`src/rtl/mm_seg7_display.sv`:
```
// Drives the Basys3 4-digit multiplexed 7-segment display from a 4-digit BCD value.
// New values are applied only at frame boundaries, and each digit slot starts with a short blanking guard.
module mm_seg7_display #(
  parameter int REFRESH_DIV = 100_000,
  parameter int GUARD_CYC   = 64
) (
  input  logic        clk,
  input  logic        rst,
  input  logic        clr_i,
  input  logic [15:0] din_bcd_i,
  input  logic        din_update_i,
  input  logic        lzb_en_i,
  input  logic        dp_en_i,
  input  logic [1:0]  dp_pos_i,
  output logic [3:0]  an_o,
  output logic [6:0]  seg_o,
  output logic        dp_o,
  output logic        frame_upd_o
);

  localparam int CNT_W = (REFRESH_DIV > 1) ? $clog2(REFRESH_DIV) : 1;
  localparam logic [CNT_W-1:0] CNT_MAX   = CNT_W'(REFRESH_DIV - 1);
  localparam logic [CNT_W-1:0] GUARD_LIM = CNT_W'(GUARD_CYC);

  logic [CNT_W-1:0] slot_cnt;
  logic [1:0]       digit_idx;
  logic [15:0]      disp_reg;
  logic [15:0]      pend_reg;
  logic             pend_valid;

  logic             slot_wrap;
  logic             frame_end;
  logic             commit;
  logic             in_guard;
  logic [3:0]       cur_nib;
  logic [3:0]       zero_nib;
  logic [3:0]       blank_vec;
  logic             cur_blank;
  logic [3:0]       an_nxt;
  logic [6:0]       seg_nxt;
  logic             dp_nxt;

  function automatic logic [6:0] decode_bcd(input logic [3:0] nib);
    logic [6:0] pat;
    case (nib)
      4'd0:    pat = 7'b1000000;
      4'd1:    pat = 7'b1111001;
      4'd2:    pat = 7'b0100100;
      4'd3:    pat = 7'b0110000;
      4'd4:    pat = 7'b0011001;
      4'd5:    pat = 7'b0010010;
      4'd6:    pat = 7'b0000010;
      4'd7:    pat = 7'b1111000;
      4'd8:    pat = 7'b0000000;
      4'd9:    pat = 7'b0010000;
      default: pat = 7'b0111111;
    endcase
    return pat;
  endfunction

  assign slot_wrap = (slot_cnt == CNT_MAX);
  assign frame_end = slot_wrap && (digit_idx == 2'd3);
  assign commit    = frame_end && (din_update_i || pend_valid);
  assign in_guard  = (slot_cnt < GUARD_LIM);

  always_ff @(posedge clk) begin
    if (rst) begin
      slot_cnt  <= '0;
      digit_idx <= 2'd0;
    end else if (slot_wrap) begin
      slot_cnt  <= '0;
      digit_idx <= digit_idx + 2'd1;
    end else begin
      slot_cnt  <= slot_cnt + 1'b1;
    end
  end

  // A strobe landing exactly on the frame boundary is committed directly and beats any pending value.
  always_ff @(posedge clk) begin
    if (rst) begin
      disp_reg   <= 16'h0000;
      pend_reg   <= 16'h0000;
      pend_valid <= 1'b0;
    end else if (clr_i) begin
      disp_reg   <= 16'h0000;
      pend_reg   <= 16'h0000;
      pend_valid <= 1'b0;
    end else if (frame_end && din_update_i) begin
      disp_reg   <= din_bcd_i;
      pend_valid <= 1'b0;
    end else if (frame_end && pend_valid) begin
      disp_reg   <= pend_reg;
      pend_valid <= 1'b0;
    end else if (din_update_i) begin
      pend_reg   <= din_bcd_i;
      pend_valid <= 1'b1;
    end
  end

  always_comb begin
    cur_nib = disp_reg[3:0];
    case (digit_idx)
      2'd0: cur_nib = disp_reg[3:0];
      2'd1: cur_nib = disp_reg[7:4];
      2'd2: cur_nib = disp_reg[11:8];
      2'd3: cur_nib = disp_reg[15:12];
      default: cur_nib = disp_reg[3:0];
    endcase
  end

  // A digit is a leading zero only if it and every digit above it are zero; digit 0 always shows.
  always_comb begin
    zero_nib[0]  = (disp_reg[3:0]   == 4'd0);
    zero_nib[1]  = (disp_reg[7:4]   == 4'd0);
    zero_nib[2]  = (disp_reg[11:8]  == 4'd0);
    zero_nib[3]  = (disp_reg[15:12] == 4'd0);
    blank_vec[3] = lzb_en_i && zero_nib[3];
    blank_vec[2] = blank_vec[3] && zero_nib[2];
    blank_vec[1] = blank_vec[2] && zero_nib[1];
    blank_vec[0] = 1'b0;
    cur_blank    = blank_vec[digit_idx];
  end

  always_comb begin
    an_nxt  = 4'hF;
    seg_nxt = 7'h7F;
    dp_nxt  = 1'b1;
    if (!in_guard) begin
      an_nxt  = ~(4'b0001 << digit_idx);
      seg_nxt = cur_blank ? 7'h7F : decode_bcd(cur_nib);
      dp_nxt  = ~(dp_en_i && (digit_idx == dp_pos_i));
    end
  end

  always_ff @(posedge clk) begin
    if (rst) begin
      an_o        <= 4'hF;
      seg_o       <= 7'h7F;
      dp_o        <= 1'b1;
      frame_upd_o <= 1'b0;
    end else begin
      an_o        <= an_nxt;
      seg_o       <= seg_nxt;
      dp_o        <= dp_nxt;
      frame_upd_o <= commit && !clr_i;
    end
  end

endmodule
```
`config.mk`:
```
export PLATFORM = sky130hd
export DESIGN_NAME = mm_seg7_display
export DESIGN_NICKNAME = d
export VERILOG_FILES = /design/src/rtl/mm_seg7_display.sv
export SDC_FILE = /design/constraint.sdc
export NUM_CORES = 1
export LEC_CHECK = 0
export CAP_MARGIN = 20
export CORE_MARGIN = 2
export CORE_UTILIZATION = 56
export CTS_CLUSTER_DIAMETER = 60
export DETAILED_ROUTE_END_ITERATION = 6
export PLACE_DENSITY = 0.79
export SYNTH_ARGS = -nofsm -noshare
export SYNTH_HDL_FRONTEND = slang
export SYNTH_SLANG_ARGS = --single-unit
```
`constraint.sdc`:
```
create_clock -name clk -period 2.35 [get_ports clk]
set_clock_uncertainty 0.05 [all_clocks]
set_input_delay 0.705 -clock clk [delete_from_list [all_inputs] [get_ports clk]]
set_output_delay 0.705 -clock clk [all_outputs]
set_load 0.01 [all_outputs]
```
==> impl_summary.md <==
Logic synthesis
The synthesized-area fraction occupied by ao, oa, aoi and oai cells is 19.9%. The number of warning messages in the yosys log is 0. The async set-reset flop share out of synthesis is 0%. Counting flops with a built-in enable in the synthesized netlist gives 0. After synthesis the cells add up to 3330 um^2.

The sequential cell area fraction in the yosys report is 39.1%. The post-synthesis cell count is 400. Summing the areas of all and, or, nand and nor instances in the mapped netlist gives 27.2% of the synthesized area. The xor/xnor cell area share of the yosys netlist is 3.95%. The net count after synthesis is 433. A synthesized cell averages 8.32 um^2. Of the post-synthesis cell area, the part taken by muxes is 0.978%. For this run, the leading register cell type out of synthesis is sky130_fd_sc_hd__dfxtp_1. Synthesis inferred 65 register bits.

The adder-cell area share of the yosys netlist is 3.38%. Synthesis instantiated 51 different standard cells from the library. The combinational family with the most area after synthesis is simple AND/OR/NAND/NOR gates.

GRT
The remaining global-route overflow is 0. Entering global routing, the biggest net connects 35 pins. The initial antenna violation count is 0. The via count of the first global-routing pass is 2777. The first global-routing pass estimated 12600 um of wire.

Global routing consumed, over all layers together, 24.6% of the routing resources.

STA
At the pin with the least slew margin, the transition time is 0.628 ns. The final-layout setup total negative slack is 0 ns. The final period demand of the worst path is 2.15 ns. Setup repair after global routing left no endpoint under its margin. The final count of pins violating max slew came to 0.

The worst pin sits at a relative slew slack of 57.8%. The count of final setup violators is 0. The final hold slack is 0.423 ns. The count of endpoints failing hold in the final timing report is 0. The highest achievable clock rate is 465 MHz.

Dividing the final minimum period by the clock period gives 91.6%.

Job
Max-cap violations in this run came to 0.

Floorplan
The core box area is 5820 um^2. The die area is 6570 um^2. The initialized floorplan defines 28 standard-cell rows. The initial utilization of the core area, before any placement, comes to 57.2%. 37 I/O pins were placed.

From bottom edge to top edge, the die measures 81.1 um. The horizontal extent of the die is 81.1 um.

Clock tree
Counting every sink on the clock net gives 65. Post-CTS timing repair inserted 0 buffers for setup. The root cell of the clock tree is sky130_fd_sc_hd__clkbuf_8. The number of buffers on the longest clock path is 2. The number of hold buffers added after CTS is 0. TritonCTS created 9 clock buffers. The clock-pin slew on the worst setup and hold paths is 0.07 ns.

The clock tree synthesis step divided the H-tree into 3 levels. The TritonCTS clock tree is yes. The clock latency reported for the late side of the worst-skew pair is 0.34 ns.

Final layout
The end-of-flow core utilization is 68.5%. The register with the most flip-flops in the layout has 17 of them. The fraction of layout instances using a drive strength above 1 is 9.93%.

The number of antenna diodes in the final layout is 0. At the end of the flow, the number of nets in the layout was 462. After the flow finishes, the layout carries non-filler instances totaling 508. The area growth from synthesis to layout is 19.7%.

Worst hold path
The worst min-delay path category is reg2reg.

Pwr
The leakage dissipation is 0.00151 uW. The power density normalized to cell area is 581 nW/um^2. The peak supply drop is 0.404 mV.

Route
The met3 routed wirelength is 444 um. In the detailed route, the total length drawn on met2 is 3870 um. The number of routed nets with antenna violations is 0. The total routed wirelength is 7820 um. The detailed-route via count is 3075.

The first TritonRoute pass finished after 7 iterations. The uppermost metal layer occupied by signal nets is met4. For this run, design rule violations remaining after detail routing come to 0. The detailed router put a total of 3340 um of wire on met1. The final routed wire length divided by cell count is 15.4 um. After the first detailed-routing iteration, the DRC count stood at 246. In the routed layout, each cell is associated on average with a via count of 6.05.

Place
Routability-driven placement finished with a final weighted congestion of 0.865. The count of input and output buffers is 36. The number of placed instances, taps included, is 493. After legalization and detailed placement, the total HPWL measured 5300 um.

Outcome
The flow ran to the end, and the final reports show no timing, DRC or antenna violations.

Setup path
The data arrival time at the worst-slack endpoint is 2.31 ns. The nature of the critical path endpoint is a flop. In this run the worst path has a maximum fanout of 7.

The type of element launching the critical path is a flop. The critical path class is reg2reg. The worst path required time is 2.51 ns.
metal layers:
layer,vias to the layer above,global-route usage (%)
li1,1522,-
met1,1439,28.9
met2,101,42.1
met3,13,7.56
met4,0,9.32
met5,-,0
where the power goes:
group	internal (uW)	switching, uW
Combinational	80.8	86.1
Sequential	1120	16.9
Clock	598	408
Total	1800	511
final timing paths:
path / from / to / slack [ns] / depth (start not counted)
worst min register to register: disp_reg[1] / disp_reg[1] / 0.42 / 1
worst max register to register: digit_idx[1] / seg_o[5] / 0.20 / 8
worst max-delay path: digit_idx[1] / seg_o[5] / 0.20 / 8
worst min-delay path: disp_reg[1] / disp_reg[1] / 0.42 / 1
per-stage QoR:
stage               power (uW)  worst slack [ns]  area, um^2
global route              2390           0.00304        3980
global placement          1330             0.165        3770
finish                    2310             0.198        3980
detailed placement        1330             0.106        3770
floorplan                 1250             0.358        3330
CTS                       2330             0.101        3980
kinds of logic after synthesis:
logic type,Yosys count
AND/OR/NAND/NOR,172
AO/OA/AOI/OAI,94
flip-flops,65
buffers and inverters,42
XOR/XNOR,15
adder cells (fa/ha/maj),9
multiplexers,3
cells in the mapped netlist, types with 2 or more instances:
library cell,n,area [um^2]
sky130_fd_sc_hd__nand4_1,9,56.3
sky130_fd_sc_hd__nor3_1,19,95.1
sky130_fd_sc_hd__a21oi_1,10,50.1
sky130_fd_sc_hd__a222oi_1,4,40.0
sky130_fd_sc_hd__xor2_1,4,35.0
sky130_fd_sc_hd__nand3_1,38,190
sky130_fd_sc_hd__nor4_1,7,43.8
sky130_fd_sc_hd__xnor2_1,11,96.3
sky130_fd_sc_hd__mux2_2,2,22.5
sky130_fd_sc_hd__nor2b_1,2,12.5
sky130_fd_sc_hd__and4_1,2,17.5
sky130_fd_sc_hd__buf_6,2,22.5
sky130_fd_sc_hd__ha_1,9,113
sky130_fd_sc_hd__inv_1,11,41.3
sky130_fd_sc_hd__a21boi_0,14,105
sky130_fd_sc_hd__nor2_1,35,131
sky130_fd_sc_hd__a211oi_1,2,15.0
sky130_fd_sc_hd__a31oi_1,16,100
sky130_fd_sc_hd__clkbuf_1,20,75.1
sky130_fd_sc_hd__o21ai_0,19,95.1
sky130_fd_sc_hd__dfxtp_1,65,1300
sky130_fd_sc_hd__nand4_2,2,25.0
sky130_fd_sc_hd__inv_2,2,7.51
sky130_fd_sc_hd__buf_2,6,30.0
sky130_fd_sc_hd__o31ai_1,2,15.0
sky130_fd_sc_hd__a21boi_1,2,15.0
sky130_fd_sc_hd__or2_2,2,12.5
sky130_fd_sc_hd__or4_1,2,15.0
sky130_fd_sc_hd__nand2_1,28,105
sky130_fd_sc_hd__o2bb2ai_1,16,140
sky130_fd_sc_hd__and3_1,17,106
worst max-delay path, stage by stage (launching register included):
cell and delay, ns:
sky130_fd_sc_hd__dfxtp_2 0.40, sky130_fd_sc_hd__inv_1 0.10, sky130_fd_sc_hd__ha_1 0.26, sky130_fd_sc_hd__a222oi_1 0.35, sky130_fd_sc_hd__mux2_2 0.25, sky130_fd_sc_hd__inv_1 0.12, sky130_fd_sc_hd__ha_1 0.22, sky130_fd_sc_hd__nor3_1 0.19
sky130_fd_sc_hd__o21ai_0 0.10
area by class of cell:
| type | count | area (um^2) |
|---|---|---|
| well taps | 75 | 93.8 |
| repair buffers | 47 | 480 |
| inverters | 13 | 48.8 |
| flip-flops and latches | 65 | 1300 |
| fillers | 487 | 1830 |
| multi-input cells | 293 | 1840 |
| clock inverters | 2 | 35.0 |
| clock buffers | 13 | 179 |
timing repair:
item | 4_1_cts | 5_1_grt
setup endpoints to repair | 0 | 5
gates resized for setup | 0 | 2
hold endpoints to repair | 0 | 0
cell usage in the layout, fill, tap and decap left out, types with 3 or more instances in the layout:
master	count
sky130_fd_sc_hd__dfxtp_1	63
sky130_fd_sc_hd__nand3_1	38
sky130_fd_sc_hd__clkdlybuf4s50_1	36
sky130_fd_sc_hd__nor2_1	35
sky130_fd_sc_hd__nand2_1	28
sky130_fd_sc_hd__nor3_1	19
sky130_fd_sc_hd__o21ai_0	19
sky130_fd_sc_hd__and3_1	17
sky130_fd_sc_hd__o2bb2ai_1	16
sky130_fd_sc_hd__a31oi_1	16
sky130_fd_sc_hd__a21boi_0	14
sky130_fd_sc_hd__clkbuf_8	13
sky130_fd_sc_hd__inv_1	11
sky130_fd_sc_hd__xnor2_1	11
sky130_fd_sc_hd__a21oi_1	10
sky130_fd_sc_hd__nand4_1	9
sky130_fd_sc_hd__ha_1	9
sky130_fd_sc_hd__buf_4	8
sky130_fd_sc_hd__nor4_1	7
sky130_fd_sc_hd__a222oi_1	4
sky130_fd_sc_hd__xor2_1	4
sky130_fd_sc_hd__buf_12	3
Note: power is estimated with default switching activity, not from simulation.
